**src/rtl/ps2_transmitter_if.sv**
```systemverilog
// rtl/ps2_transmitter_if.sv - command and PS/2 pin signals between host logic and the PS/2 transmitter
interface ps2_transmitter_if;
  logic [7:0] tx_data;
  logic       tx_start;
  logic       ps2_clk_in;
  logic       ps2_dat_in;
  logic       ps2_clk_oe;
  logic       ps2_dat_oe;
  logic       tx_busy;
  logic       tx_done;
  logic       tx_error;

  modport master (
    output tx_data, tx_start, ps2_clk_in, ps2_dat_in,
    input  ps2_clk_oe, ps2_dat_oe, tx_busy, tx_done, tx_error
  );

  modport slave (
    input  tx_data, tx_start, ps2_clk_in, ps2_dat_in,
    output ps2_clk_oe, ps2_dat_oe, tx_busy, tx_done, tx_error
  );
endinterface

```
**src/rtl/ps2_transmitter.sv**
```systemverilog
// rtl/ps2_transmitter.sv - host-to-device PS/2 byte transmitter driving open-collector enables
module ps2_transmitter #(
  parameter int INHIBIT_CYCLES = 5000,
  parameter int START_TIMEOUT  = 750000,
  parameter int PACKET_TIMEOUT = 100000,
  parameter int FILTER_LEN     = 8
) (
  input logic clock,
  input logic reset,
  ps2_transmitter_if.slave bus
);

  typedef enum logic [2:0] {
    IDLE,
    INHIBIT,
    REQ,
    WAIT_CLK,
    SHIFT,
    ACK,
    WAIT_IDLE,
    ERROR
  } state_t;

  localparam logic [19:0] INHIBIT_LAST = 20'(INHIBIT_CYCLES - 1);
  localparam logic [19:0] START_LAST   = 20'(START_TIMEOUT - 1);
  localparam logic [19:0] PACKET_LAST  = 20'(PACKET_TIMEOUT - 1);
  localparam logic [7:0]  FILTER_LAST  = 8'(FILTER_LEN - 1);

  state_t      state;
  logic        clk_s1, clk_s2, dat_s1, dat_s2;
  logic        clk_f;
  logic [7:0]  flt_cnt;
  logic        fall;
  logic [19:0] cnt;
  logic [19:0] cnt_inc;
  logic [3:0]  idx;
  logic [7:0]  data;
  logic        par;
  logic        clk_oe, dat_oe, busy, done, error;
  logic        pkt_expired;
  logic        to_error;

  always_ff @(posedge clock or posedge reset) begin
    if (reset) begin
      clk_s1 <= 1'b1;
      clk_s2 <= 1'b1;
      dat_s1 <= 1'b1;
      dat_s2 <= 1'b1;
    end else begin
      clk_s1 <= bus.ps2_clk_in;
      clk_s2 <= clk_s1;
      dat_s1 <= bus.ps2_dat_in;
      dat_s2 <= dat_s1;
    end
  end

  // A new CLK level is accepted only after FILTER_LEN consecutive differing samples.
  always_ff @(posedge clock or posedge reset) begin
    if (reset) begin
      clk_f   <= 1'b1;
      flt_cnt <= 8'd0;
      fall    <= 1'b0;
    end else begin
      fall <= 1'b0;
      if (clk_s2 == clk_f) begin
        flt_cnt <= 8'd0;
      end else if (flt_cnt == FILTER_LAST) begin
        clk_f   <= clk_s2;
        flt_cnt <= 8'd0;
        fall    <= ~clk_s2;
      end else begin
        flt_cnt <= flt_cnt + 8'd1;
      end
    end
  end

  assign cnt_inc     = (cnt == 20'hFFFFF) ? cnt : cnt + 20'd1;
  assign pkt_expired = (cnt == PACKET_LAST);

  // Timeouts take priority over a fall strobe arriving in the same cycle.
  always_comb begin
    to_error = 1'b0;
    case (state)
      WAIT_CLK:         to_error = (cnt == START_LAST);
      SHIFT, WAIT_IDLE: to_error = pkt_expired;
      ACK:              to_error = pkt_expired || (fall && dat_s2);
      default:          to_error = 1'b0;
    endcase
  end

  always_ff @(posedge clock or posedge reset) begin
    if (reset) begin
      state  <= IDLE;
      clk_oe <= 1'b0;
      dat_oe <= 1'b0;
      busy   <= 1'b0;
      done   <= 1'b0;
      error  <= 1'b0;
      cnt    <= 20'd0;
      idx    <= 4'd0;
      data   <= 8'd0;
      par    <= 1'b0;
    end else begin
      done  <= 1'b0;
      error <= 1'b0;
      if (to_error) begin
        clk_oe <= 1'b0;
        dat_oe <= 1'b0;
        busy   <= 1'b0;
        error  <= 1'b1;
        state  <= ERROR;
      end else begin
        case (state)
          IDLE: begin
            clk_oe <= 1'b0;
            dat_oe <= 1'b0;
            // a start landing on the completion pulse cycle is dropped
            if (bus.tx_start && !done && !error) begin
              data   <= bus.tx_data;
              par    <= ~^bus.tx_data;
              busy   <= 1'b1;
              cnt    <= 20'd0;
              clk_oe <= 1'b1;
              state  <= INHIBIT;
            end
          end
          INHIBIT: begin
            clk_oe <= 1'b1;
            if (cnt == INHIBIT_LAST) begin
              dat_oe <= 1'b1;
              state  <= REQ;
            end else begin
              cnt <= cnt_inc;
            end
          end
          REQ: begin
            clk_oe <= 1'b0;
            cnt    <= 20'd0;
            idx    <= 4'd0;
            state  <= WAIT_CLK;
          end
          WAIT_CLK: begin
            if (fall) begin
              dat_oe <= ~data[0];
              idx    <= 4'd1;
              cnt    <= 20'd0;
              state  <= SHIFT;
            end else begin
              cnt <= cnt_inc;
            end
          end
          SHIFT: begin
            cnt <= cnt_inc;
            if (fall) begin
              idx <= idx + 4'd1;
              case (idx)
                4'd8: dat_oe <= ~par;
                4'd9: begin
                  dat_oe <= 1'b0;
                  state  <= ACK;
                end
                default: dat_oe <= ~data[idx[2:0]];
              endcase
            end
          end
          ACK: begin
            cnt <= cnt_inc;
            if (fall) begin
              state <= WAIT_IDLE;
            end
          end
          WAIT_IDLE: begin
            cnt <= cnt_inc;
            if (clk_s2 && dat_s2) begin
              done  <= 1'b1;
              busy  <= 1'b0;
              state <= IDLE;
            end
          end
          ERROR: begin
            clk_oe <= 1'b0;
            dat_oe <= 1'b0;
            state  <= IDLE;
          end
          default: state <= IDLE;
        endcase
      end
    end
  end

  assign bus.ps2_clk_oe = clk_oe;
  assign bus.ps2_dat_oe = dat_oe;
  assign bus.tx_busy    = busy;
  assign bus.tx_done    = done;
  assign bus.tx_error   = error;

endmodule

```
**src/flat_wrapper.sv**
```systemverilog
// flat-port wrapper written by rule: the top's interface ports become plain ports
module ps2_transmitter_flat 
#(
  parameter int INHIBIT_CYCLES = 5000,
  parameter int START_TIMEOUT  = 750000,
  parameter int PACKET_TIMEOUT = 100000,
  parameter int FILTER_LEN     = 8
)
  (clock, reset, bus_tx_data, bus_tx_start, bus_ps2_clk_in, bus_ps2_dat_in, bus_ps2_clk_oe, bus_ps2_dat_oe, bus_tx_busy, bus_tx_done, bus_tx_error);
  ps2_transmitter_if bus_i ();
  input logic clock;
  input logic reset;
  input wire logic [$bits(bus_i.tx_data)-1:0] bus_tx_data;
  input wire logic [$bits(bus_i.tx_start)-1:0] bus_tx_start;
  input wire logic [$bits(bus_i.ps2_clk_in)-1:0] bus_ps2_clk_in;
  input wire logic [$bits(bus_i.ps2_dat_in)-1:0] bus_ps2_dat_in;
  output wire logic [$bits(bus_i.ps2_clk_oe)-1:0] bus_ps2_clk_oe;
  output wire logic [$bits(bus_i.ps2_dat_oe)-1:0] bus_ps2_dat_oe;
  output wire logic [$bits(bus_i.tx_busy)-1:0] bus_tx_busy;
  output wire logic [$bits(bus_i.tx_done)-1:0] bus_tx_done;
  output wire logic [$bits(bus_i.tx_error)-1:0] bus_tx_error;
  assign bus_i.tx_data = bus_tx_data;
  assign bus_i.tx_start = bus_tx_start;
  assign bus_i.ps2_clk_in = bus_ps2_clk_in;
  assign bus_i.ps2_dat_in = bus_ps2_dat_in;
  assign bus_ps2_clk_oe = bus_i.ps2_clk_oe;
  assign bus_ps2_dat_oe = bus_i.ps2_dat_oe;
  assign bus_tx_busy = bus_i.tx_busy;
  assign bus_tx_done = bus_i.tx_done;
  assign bus_tx_error = bus_i.tx_error;
  ps2_transmitter #(.INHIBIT_CYCLES(INHIBIT_CYCLES), .START_TIMEOUT(START_TIMEOUT), .PACKET_TIMEOUT(PACKET_TIMEOUT), .FILTER_LEN(FILTER_LEN)) u_core (.clock(clock), .reset(reset), .bus(bus_i));
endmodule
```
**config.mk**
```make
export PLATFORM = sky130hd
export DESIGN_NAME = ps2_transmitter_flat
export DESIGN_NICKNAME = d
export VERILOG_FILES = /design/src/rtl/ps2_transmitter_if.sv /design/src/rtl/ps2_transmitter.sv /design/src/flat_wrapper.sv
export SDC_FILE = /design/constraint.sdc
export NUM_CORES = 1
export LEC_CHECK = 0
export BUFFER_PORTS_ARGS = -buffer_cell sky130_fd_sc_hd__buf_2
export CAP_MARGIN = 20
export CORE_MARGIN = 1.5
export CORE_UTILIZATION = 60
export CTS_CLUSTER_DIAMETER = 200
export DETAILED_ROUTE_END_ITERATION = 7
export PLACE_DENSITY = 0.78
export SETUP_SLACK_MARGIN = 0.05
export SLEW_MARGIN = 30
export SYNTH_ARGS = -nofsm -noshare
export SYNTH_HDL_FRONTEND = slang
export SYNTH_SLANG_ARGS = --single-unit
```
**constraint.sdc**
```tcl
create_clock -name clock -period 2.5 [get_ports clock]
set_input_delay 0.375 -clock clock [delete_from_list [all_inputs] [get_ports clock]]
set_output_delay 0.375 -clock clock [all_outputs]
set_load 0.03 [all_outputs]
```
# --- After elaboration in Yosys (flattened, before gate mapping) ---
# Cells that the tools add are included.
classes:
  order_cmp: 1
  n_eq_ne: 26
  bitwise_logic: 6
  n_reduce_logical: 25
  n_addsub: 3
  muxes: 41
op_table:
  columns: ["op", "n"]
  rows:
  - ["$pmux W20 S5", 1]
  - ["$mux W20", 4]
  - ["$eq A20 B20 Y1 const B", 2]
  - ["$mux W3", 8]
  - ["$pmux W3 S8", 1]
  - ["$add A20 B1 Y20 const B", 1]
  - ["$eq A20 B13 Y1 const B", 1]
  - ["$eq A20 B17 Y1 const B", 1]
  - ["$ne A3 B1 Y1 const B", 6]
  - ["$mux W1", 16]
  - ["$mux W8", 2]
  - ["$eq A3 B3 Y1 const B", 4]
  - ["$pmux W4 S3", 1]
  - ["$reduce_and A4 Y1", 3]
  - ["$reduce_bool A5 Y1", 2]
  - ["$add A8 B1 Y8 const B", 1]
  - ["$eq A4 B4 Y1 const B", 2]
  - ["$eq A8 B3 Y1 const B", 1]
  - ["$mux W4", 2]
  - ["$reduce_xnor A8 Y1", 1]
  - ["$reduce_and A7 Y1", 1]
  - ["$eq A3 B2 Y1 const B", 2]
  - ["$ne A2 B1 Y1 const B", 3]
  - ["$not A1 Y1", 6]
  - ["20 further kinds", 30]
totals:
  word_cells: 119
  in_bits: 13
  regBits: 55
  output_inout_bits: 5

# --- Logic depth before layout (Yosys ltp) ---
logic_depth:
  word_depth: 7
  mapped_depth: 10
  mapped_depth_nobuf: 8

# --- Least setup slack after synthesis ---
# No wires, ideal clock.
synth_timing:
  kind: "register to register"
  start: "reg u_core.state[0]"
  end: "reg u_core.cnt[13]"
  arrival_ps: 2162
  path_stages_with_launch: 10
  required_time_ps: 2396
  setup_ps: 104
  slack_ps: 234
  synth_period_minus_slack_ps: 2266
  path_buffers: 2
  path_cell_list: "dfrtp_1 ha_1 buf_6 or3_4 nand3b_4 a2bb2oi_4 nand2_4 or2_4 buf_12 o41ai_4"
synth_between:
  elab_chain_len: 5
  elab_cells_between_ends: 16
  cone_classes: "eq/ne: 8; mux: 2; bitwise: 1; reduce/logical: 5"
synth_lines:
  columns: ["item", "line_no", "text"]
  rows:
  - ["start, declared", "ps2_transmitter.sv:29", "state_t state;"]
  - ["start signal, assigned", "ps2_transmitter.sv:93", "state <= IDLE;"]
  - ["start signal, assigned", "ps2_transmitter.sv:111", "state <= ERROR;"]
  - ["start signal, assigned", "ps2_transmitter.sv:124", "state <= INHIBIT;"]
  - ["$eq A3 B3 Y1", "ps2_transmitter.sv:83, ps2_transmitter.sv:113", null]
  - ["$reduce_or A2 Y1", "ps2_transmitter.sv:83", "case (state)"]
  - ["$pmux W1 S3", "ps2_transmitter.sv:83", null]
  - ["$not A1 Y1 (no source line)", null, null]
  - ["$reduce_and A4 Y1 (no source line)", null, null]
  - ["end signal, assigned", "ps2_transmitter.sv:133", "cnt <= cnt_inc;"]
  - ["end signal, assigned", "ps2_transmitter.sv:149", "cnt <= cnt_inc;"]
  - ["end signal, assigned", "ps2_transmitter.sv:153", "cnt <= cnt_inc;"]
  - ["end, declared", "ps2_transmitter.sv:34", "logic [19:0] cnt;"]
# Several ways; a longest one is shown, not always the timed one.
# A chain may end at the register's enable or synchronous reset.

# --- Final worst setup path ---
layout_timing:
  start: "reg u_core.state[1]"
  end: "reg u_core.cnt[5]"
# Same word-level chain as after synthesis.

==> reports/qor.yml <==
global_route:
  antenna_found_initial: 0
  gr-total-overflow: 0
  grt_first_pass_wirelength_um: 12790
  grt_pass1_vias: 2695
  groute.usage.overall_pct: 26.50
  grt_max_degree: 28
cells_and_area:
  final_cell_mix: "dfrtp_1, nor2_1, nand2_1"
  layout_commonest_cell: "dfrtp_1"
  num_antenna_cells: 0
  nets: 387
  areaGrowthSynthToFinish_pct: 10.32
  drive_gt1_share_pct: 24.04
  stdcell_count: 438
timing:
  clock_skew_ns: 0.01143
  whs_ns: 0.08132
  period_minus_slack_ns: 2.386
  fmax_ghz: 0.4190
  final-max-slew-violation-count: 0
  hold_viol: 0
  setup_viol: 0
  rsz0062_at_grt: "yes"
  finalSetupTns_ns: 0
  worst_pin_slew_ns: 0.5314
  maxSlewHeadroom_pct: 64.52
  finalCritPeriodShare_pct: 95.46
clocking:
  cts.sink_count: 55
  ctsHoldBuffers: 0
  clk_latency_ns: 0.32
  cts_buffers: 5
  htree_levels: 2
  path_clk_slew_ns: 0.11
  clk_path_buf_depth: 2
  cts_root_buffer: "clkbuf_8"
  cts_tree: "built"
floorplanning:
  dieArea_mm2: 0.006098
  initial_core_util_pct: 61.82
  placementRows: 27
  die_x_um: 78.09
  core-area_mm2: 0.005473
  die_height_um: 78.09
  io_pins: 18
worst_setup_path:
  cp.required_ns: 2.72
  cp_num_buf_inv: 1
  crit_type: "flip-flop to flip-flop"
  path_cells: "inv_1 > ha_1 > or3_4 > nand3b_4 > a2bb2oi_4 > nand2_4 > or2_4 > o41ai_1"
  cp_slowest_cell: "dfrtp_1"
  cp.arrival_ns: 2.60
  crit_family: "simple AND/OR/NAND/NOR gates"
  slowest_delay_ns: 0.42
  endpoint_kind: "flip-flop"
  crit_fanout: 12
  crit_path_start_kind: "flip-flop"
yosys:
  ys_ff_latch: 55
  synth-compound-area-share_pct: 19.67
  ys_warn_count: 0
  yosys.area.top_type: "dfrtp_1"
  syn_inst: 333
  synth_fa_ha_area_share_pct: 3.328
  synth_top_family_by_area: "simple AND/OR/NAND/NOR gates"
  synthFlopType: "dfrtp_1"
  async_reset_ff_share_pct: 100.0
  synth_fp_nets: 355
  synth-xor-area-share_pct: 3.624
  synth_edf_count: 0
  netlist.area_leader.share_pct: 36.98
  netlist_area_mm2: 0.003383
  synthDistinctLibCells: 68
  synthMuxAreaShare_pct: 4.956
  synth.area.top_cells: "dfrtp_1, dfstp_2, o31ai_4"
  ys_seq_area_share_pct: 40.87
  avgSynthCellArea_um2: 10.16
  synth_simple_gate_area_share_pct: 23.93
placement:
  portBuffers: 17
  place_inst: 429
  hpwl_um: 5570
  gp_congestion: 0.9714
detailed_routing:
  vias: 2734
  first_iter_violations: 162
  wl_per_cell_um: 17.14
  dr.pass1.iters: 4
  ant_nets: 0
  routed_wl_um: 7508
  vias_per_cell: 6.242
  drcViolationCount: 0
power_and_ir_drop:
  p_sw_share_pct: 41.50
  p_leak_nw: 1.646
  power_switching_mw: 1.411
  max-vdd-ir-drop_v: 0.0006582
  p_seq_share_pct: 35.4
  p_comb_share_pct: 49.1
  power_density_mw_per_mm2: 910.8
  clkPwrFrac_pct: 15.5
  total_power_mw: 3.400
  internal-power_mw: 1.989
status:
  outcome: "completed"
job:
  cap_violations: 0
worst_hold_path:
  hold_class: "input port to asynchronous set/reset pin"
[stage by stage]
stage / utilization [%] / instance area (um2) / setup slack (ns)
CTS: 67.99 / 3721 / 0.05878
detailed placement: 66.23 / 3625 / 0.09358
global placement: 66.23 / 3625 / 0.1778
finish: 68.20 / 3732 / 0.1136
floorplan: - / 3383 / 0.2342
global route: 68.20 / 3732 / 0.03159
[flip-flops by register name (all words and copies together), names as in the netlist, 3 cells and up]
signal          cells
u_core.cnt         20
u_core.data         8
u_core.flt_cnt      8
u_core.idx          4
u_core.state        3
[power by group through the flow]
stage	Combinational, mW	Clock, mW	Sequential [mW]
after global routing	1.83	0.575	1.22
final	1.67	0.529	1.20
after CTS	1.64	0.554	1.20
after global placement	1.59	0	1.20
after detailed placement	1.63	0	1.22
after floorplan	1.31	0	1.20
[kinds of logic (layout without fill, tap and decap cells)]
logic type	after synthesis	count (layout)
and+or+nand+nor	144	144
DFF	55	55
adders and majority gates	9	9
xor gates and xnor gates	14	14
muxes	13	13
AOI/OAI and AO/OA	77	77
buffers and inverters	21	54
[what timing repair did]
item	CTS	global route
buffers inserted	0	1
gates resized for setup	0	2
endpoints found under the setup margin	0	15
[cell type report]
class,count,area (um2)
clock inverter,3,27.53
inverter,9,33.78
sequential,55,1384
fill,456,1740
multi-input combinational,257,1881
tap,72,90.09
timing repair buffer,37,247.7
clock buffer,5,68.82
[final timing paths]
| path | start | endpoint | slack (ns) | depth (start not counted) |
|---|---|---|---|---|
| max | u_core.state[1]$_DFFE_PP0P_ | u_core.cnt[5]$_DFFE_PP0P_ | 0.11 | 8 |
| min | reset | u_core.flt_cnt[2]$_DFF_PP0_ | 0.08 | 2 |
| max reg2reg | u_core.state[1]$_DFFE_PP0P_ | u_core.cnt[5]$_DFFE_PP0P_ | 0.11 | 8 |
| min reg2reg | u_core.dat_s1$_DFF_PP1_ | u_core.dat_s2$_DFF_PP1_ | 0.36 | 0 |
| max in group asynchronous | reset | u_core.clk_f$_DFFE_PP1P_ | 1.73 | 3 |
| min in group clock | bus_ps2_dat_in | u_core.dat_s1$_DFF_PP1_ | 0.14 | 1 |
[synth_stat cells, drive strengths merged, types with 9 or more instances]
library cell,count
nand2,31
buf,10
xnor2,9
a21oi,15
inv,9
mux2,10
nor3,10
o21ai,18
nand3,17
nor2,33
dfrtp,50
ha,9
[per-layer routing]
layer | up-vias | part of all wire [%] | wire (um) | global-route usage, %
li1 | 1311 | - | - | -
met3 | 12 | 4.1 | 310 | 5.000
met4 | 0 | 1.3 | 97 | 8.214
met5 | - | 0 | 0 | 0
met2 | 72 | 49 | 3693 | 42.96
met1 | 1339 | 45 | 3406 | 36.14
Note: power is estimated with default switching activity, not from simulation.
